### src/rtl/dual_debouncer_pkg.sv
// Shared constants and types for the two-channel PS/2 line debouncer.
package dual_debouncer_pkg;

    // PS/2 lines idle high; synchronizers and outputs reset to this level.
    localparam logic IDLE_LEVEL = 1'b1;

    // 20 cycles at 50 MHz = 400 ns of required stability.
    localparam int DEFAULT_STABLE_CYCLES = 20;

    // Legal range of the stability window. Below 2 the counter cannot count.
    localparam int MIN_STABLE_CYCLES = 2;
    localparam int MAX_STABLE_CYCLES = 1000;

    // What the filter does this cycle, given the synchronized level and output.
    typedef enum logic [1:0] {
        FILT_HOLD   = 2'd0,  // synchronized level equals output: clear count
        FILT_COUNT  = 2'd1,  // level differs, window not yet complete
        FILT_ACCEPT = 2'd2   // level differed for the full window: follow it
    } filt_action_e;

endpackage : dual_debouncer_pkg

### src/rtl/debounce_channel.sv
// One debounce channel: 2-FF synchronizer, stability counter and output flop.
// The output follows the synchronized input only after it has differed from
// the output for STABLE_CYCLES consecutive clocks; any cycle where it matches
// the output again restarts the count from zero.
module debounce_channel
    import dual_debouncer_pkg::*;
#(
    parameter int STABLE_CYCLES = DEFAULT_STABLE_CYCLES  // legal 2..1000
) (
    input  logic clk_50m,
    input  logic rst,
    input  logic din,
    output logic dout
);

    // Wide enough to hold STABLE_CYCLES; derived, not meant to be overridden.
    localparam int CNT_W = $clog2(STABLE_CYCLES + 1);
    localparam logic [CNT_W-1:0] CNT_LAST = CNT_W'(STABLE_CYCLES - 1);

    logic             r_sync1;
    logic             r_sync2;
    logic [CNT_W-1:0] r_cnt;
    logic             r_dout;
    filt_action_e     w_action;

    // Decide this cycle's filter action from the synchronized level.
    always_comb begin
        // NOTE: default assigned first so no path leaves w_action unassigned,
        // which would otherwise infer a latch.
        w_action = FILT_HOLD;
        if (r_sync2 != r_dout) begin
            if (r_cnt == CNT_LAST) begin
                w_action = FILT_ACCEPT;
            end else begin
                w_action = FILT_COUNT;
            end
        end
    end

    // Synchronizer, counter and output register; reset forces the idle level.
    always_ff @(posedge clk_50m) begin
        // NOTE: non-blocking assignments so every flop samples pre-edge values;
        // this is what keeps r_sync1 -> r_sync2 a true two-stage shift.
        if (rst) begin
            r_sync1 <= IDLE_LEVEL;
            r_sync2 <= IDLE_LEVEL;
            r_cnt   <= '0;
            r_dout  <= IDLE_LEVEL;
        end else begin
            r_sync1 <= din;
            r_sync2 <= r_sync1;
            case (w_action)
                FILT_HOLD: begin
                    r_cnt <= '0;
                end
                FILT_COUNT: begin
                    r_cnt <= r_cnt + CNT_W'(1);
                end
                FILT_ACCEPT: begin
                    r_dout <= r_sync2;
                    r_cnt  <= '0;
                end
                default: begin
                    r_cnt <= '0;
                end
            endcase
        end
    end

    assign dout = r_dout;

endmodule : debounce_channel

### src/rtl/dual_debouncer.sv
// Two independent debounce channels for the raw PS/2 lines:
// channel 0 filters kclk, channel 1 filters kdata. Both outputs are registered.
module dual_debouncer
    import dual_debouncer_pkg::*;
#(
    parameter int STABLE_CYCLES = DEFAULT_STABLE_CYCLES  // legal 2..1000
) (
    input  logic clk_50m,
    input  logic rst,
    input  logic input0,
    input  logic input1,
    output logic output0,
    output logic output1
);

    // PS/2 clock line.
    debounce_channel #(
        .STABLE_CYCLES (STABLE_CYCLES)
    ) u_ch0 (
        .clk_50m (clk_50m),
        .rst     (rst),
        .din     (input0),
        .dout    (output0)
    );

    // PS/2 data line.
    debounce_channel #(
        .STABLE_CYCLES (STABLE_CYCLES)
    ) u_ch1 (
        .clk_50m (clk_50m),
        .rst     (rst),
        .din     (input1),
        .dout    (output1)
    );

endmodule : dual_debouncer

### config.mk
export PLATFORM = sky130hd
export DESIGN_NAME = dual_debouncer
export DESIGN_NICKNAME = d
export VERILOG_FILES = /design/src/rtl/dual_debouncer_pkg.sv /design/src/rtl/debounce_channel.sv /design/src/rtl/dual_debouncer.sv
export SDC_FILE = /design/constraint.sdc
export NUM_CORES = 1
export LEC_CHECK = 0
export ABC_AREA = 0
export CORE_AREA = 2 2 39 41
export DETAILED_ROUTE_END_ITERATION = 10
export DIE_AREA = 0 0 41 43
export PLACE_DENSITY = 0.71
export SYNTH_ARGS = -nofsm -noshare
export SYNTH_HDL_FRONTEND = slang
export SYNTH_SLANG_ARGS = --single-unit
### constraint.sdc
create_clock -name clk_50m -period 1.5 [get_ports clk_50m]
set_clock_uncertainty 0.05 [all_clocks]
set_input_delay 0.225 -clock clk_50m [delete_from_list [all_inputs] [get_ports clk_50m]]
set_output_delay 0.225 -clock clk_50m [all_outputs]
set_load 0.01 [all_outputs]
==> reports/qor.txt <==
CTS H-tree lvls - 1
Req. time, crit path - 1620 ps
Number of global-route vias before repair - 404
Util after Layout - 56.60%
Wire length on met2 - 451 um
Final min period - 1392 ps
Clock transition at the registers of the reported paths - 80 ps
CP Cell Sequence - ha_1 -> nor4bb_4 -> nor2b_1 -> a211o_1
Yosys top cell by area - dfxtp_1
Worst slew pin tran - 297.7 ps
Final Hold Vio Count - 0
DPL Wire Length - 763.7 um
Row Count - 14
DRT iter0 DRCs - 6
Critical Path Slowest Stage Cell - nor4bb_4
Hold_buf cts - 0
Pwr per Cell Area - 856.3 mW/mm^2
CTS max path bufs - 2
Avg Cell Area, Syn - 10.82 um^2
DRC violation count after routing - 0
Vias per std cell - 4.977
Worst stage delay on the critical path - 370 ps
Top sig layer - met4
Congestion Overflow GR - 0
Area of the core - 0.001384 mm^2
Number of instances in the placed design - 85
Wire per inst - 11.18 um
Nets - 80
Slew Viols, Final - 0
Length of the first detailed-routing pass in iterations - 3
Worst hold path depth - 1
Chip width - 41 um
CTS Buf Count - 3
Layout overhead on the synthesized area - 16.79%
Post-route clock period utilization - 92.83%
Setup tns final - 0 ps
CTS root buf - clkbuf_4
Final Non-Filler Cells - 88
Crit Path Max Fanout - 3
Max Freq - 0.7182 GHz
Die area - 0.001763 mm^2
M1 WL - 486 um
Sequential area share after synthesis - 47.76%
Via count - 438
Syn Std Cell Area - 670.6 um^2
Largest cells by area after synthesis - dfxtp_1, nor4bb_4, xor2_1
GRT Util Overall - 15.62%
Cells after synthesis - 62
Crit path kind - reg -> reg
Leakage - 0.2593 nW
Count of input and output buffers - 5
RSZ-0062 raised after global routing - no
TritonCTS clock tree - built
Max-cap violations - 0
Clk sinks - 16
Top-area cell type share of the netlist area - 47.76%
Worst VDD drop - 0.6013 mV
Worst path arrival time - 1510 ps
Yosys Warn Count - 0
Endpoints failing setup - 0
Synthesized Nets - 68
Synth unique cells - 18
Die Y - 43 um
Initial core utilization - 48.46%
Hold crit path type - reg -> reg
Initial antenna violation count - 0
Share of cells above drive strength 1 - 22.22%
Outcome - completed
WL met3 - 26 um
Ant. Diodes - 0
RePlAce Congestion - 0.7245
Clk_lat worst skew - 270 ps
Routed WL - 984 um
Crit path launch type - flip-flop
Boundary Pins - 6
Rel. slew slack - 80.13%
First-pass GRT wire length - 1800 um
CP endpoint kind - flip-flop
Largest net degree at the start of global routing - 11
Synth Register Bits - 16
Worst reg2reg path depth - 4
Final ANT Viol Nets - 0
Power Total - 0.0006707 W
repair_timing:
item / in CTS / in global routing
setup endpoints to repair: 0 / 2
resized for setup: 0 / 2
buffers inserted: 0 / 0
per-layer routing:
metal | track usage, % | vias to the layer above
met4 | 10.00 | 0
met1 | 19.93 | 201
li1 | - | 230
met5 | 0 | -
met3 | 4.712 | 2
met2 | 21.88 | 5
power by group:
group	switching, W	total [W]	internal (W)
clock	0.000119	0.000211	0.0000929
combinational	0.00000922	0.0000254	0.0000162
sequential	0.00000295	0.000434	0.000431
total	0.000131	0.000671	0.000540
Yosys cell counts, drive strengths merged:
cell / count
dfxtp: 16
nor2: 8
inv: 4
nor2b: 4
or2: 4
xor2: 4
a211o: 2
a31oi: 2
ha: 2
nand3: 2
nand3b: 2
nand4b: 2
nor4bb: 2
o21ai: 2
or2b: 2
or3b: 2
xnor2: 2
final cells by class:
type	count	area, um^2
fill	134	600.6
multi-input combinational	42	335.3
sequential	16	320.3
tap	16	20.02
timing repair buffer	7	70.07
clock buffer	3	22.52
inverter	4	15.01
worst max-delay path, delay by kind of cell (launching register included):
kind / cells / cell delay, ps
compound gates: 1 / 260
flops: 1 / 350
fa+ha+maj: 1 / 180
simple gates: 2 / 450
final timing paths:
kind	slack [ps]	end	startpoint
worst max register to register	110	u_ch0.dout	u_ch0.r_cnt[0]
worst min register to register	370	u_ch1.r_sync2	u_ch1.r_sync1
worst min-delay path	370	u_ch1.r_sync2	u_ch1.r_sync1
worst max-delay path	110	u_ch0.dout	u_ch0.r_cnt[0]
layout by cell type, fill, tap and decap left out:
cell type	count
or2_2	4
nand3_1	2
nor4bb_4	2
ha_1	2
nor2_1	5
xor2_1	4
nor2_2	3
a211o_1	2
inv_1	4
or2b_1	2
clkbuf_4	3
or3b_4	2
nor2b_1	4
clkdlybuf4s50_1	3
dfxtp_1	16
nand3b_1	2
dlymetal6s2s_1	2
o21ai_0	2
a31oi_1	2
nand4b_1	2
buf_4	2
xnor2_1	2
stage by stage:
step	cell area [um^2]	setup slack, ps	hold slack (ps)
final	783.3	107.6	368.2
after global routing	783.3	24.39	388.3
after CTS	778.2	22.13	371.3
after detailed placement	755.7	28.55	351.9
after global placement	755.7	49.74	343.5
after floorplan	670.6	125.3	269.4
flip-flops by register name (all words and copies together) (netlist names):
| register | flops |
|---|---|
| u_ch0.r_cnt | 5 |
| u_ch0.r_sync2 | 1 |
| u_ch1.r_sync1 | 1 |
| u_ch0.r_sync1 | 1 |
| u_ch1.dout | 1 |
| u_ch1.r_cnt | 5 |
| u_ch1.r_sync2 | 1 |
| u_ch0.dout | 1 |
kinds of logic (layout without fill, tap and decap cells):
logic type	count (synthesis)	after routing	share of synthesized area, %
AO/OA/AOI/OAI	6	6	5.970
XOR/XNOR	6	6	7.836
adder cells (fa/ha/maj)	2	2	3.731
buffers and inverters	4	14	2.238
flip-flops	16	16	47.76
AND/OR/NAND/NOR	28	28	32.46
(Power assumes the default switching activity.)
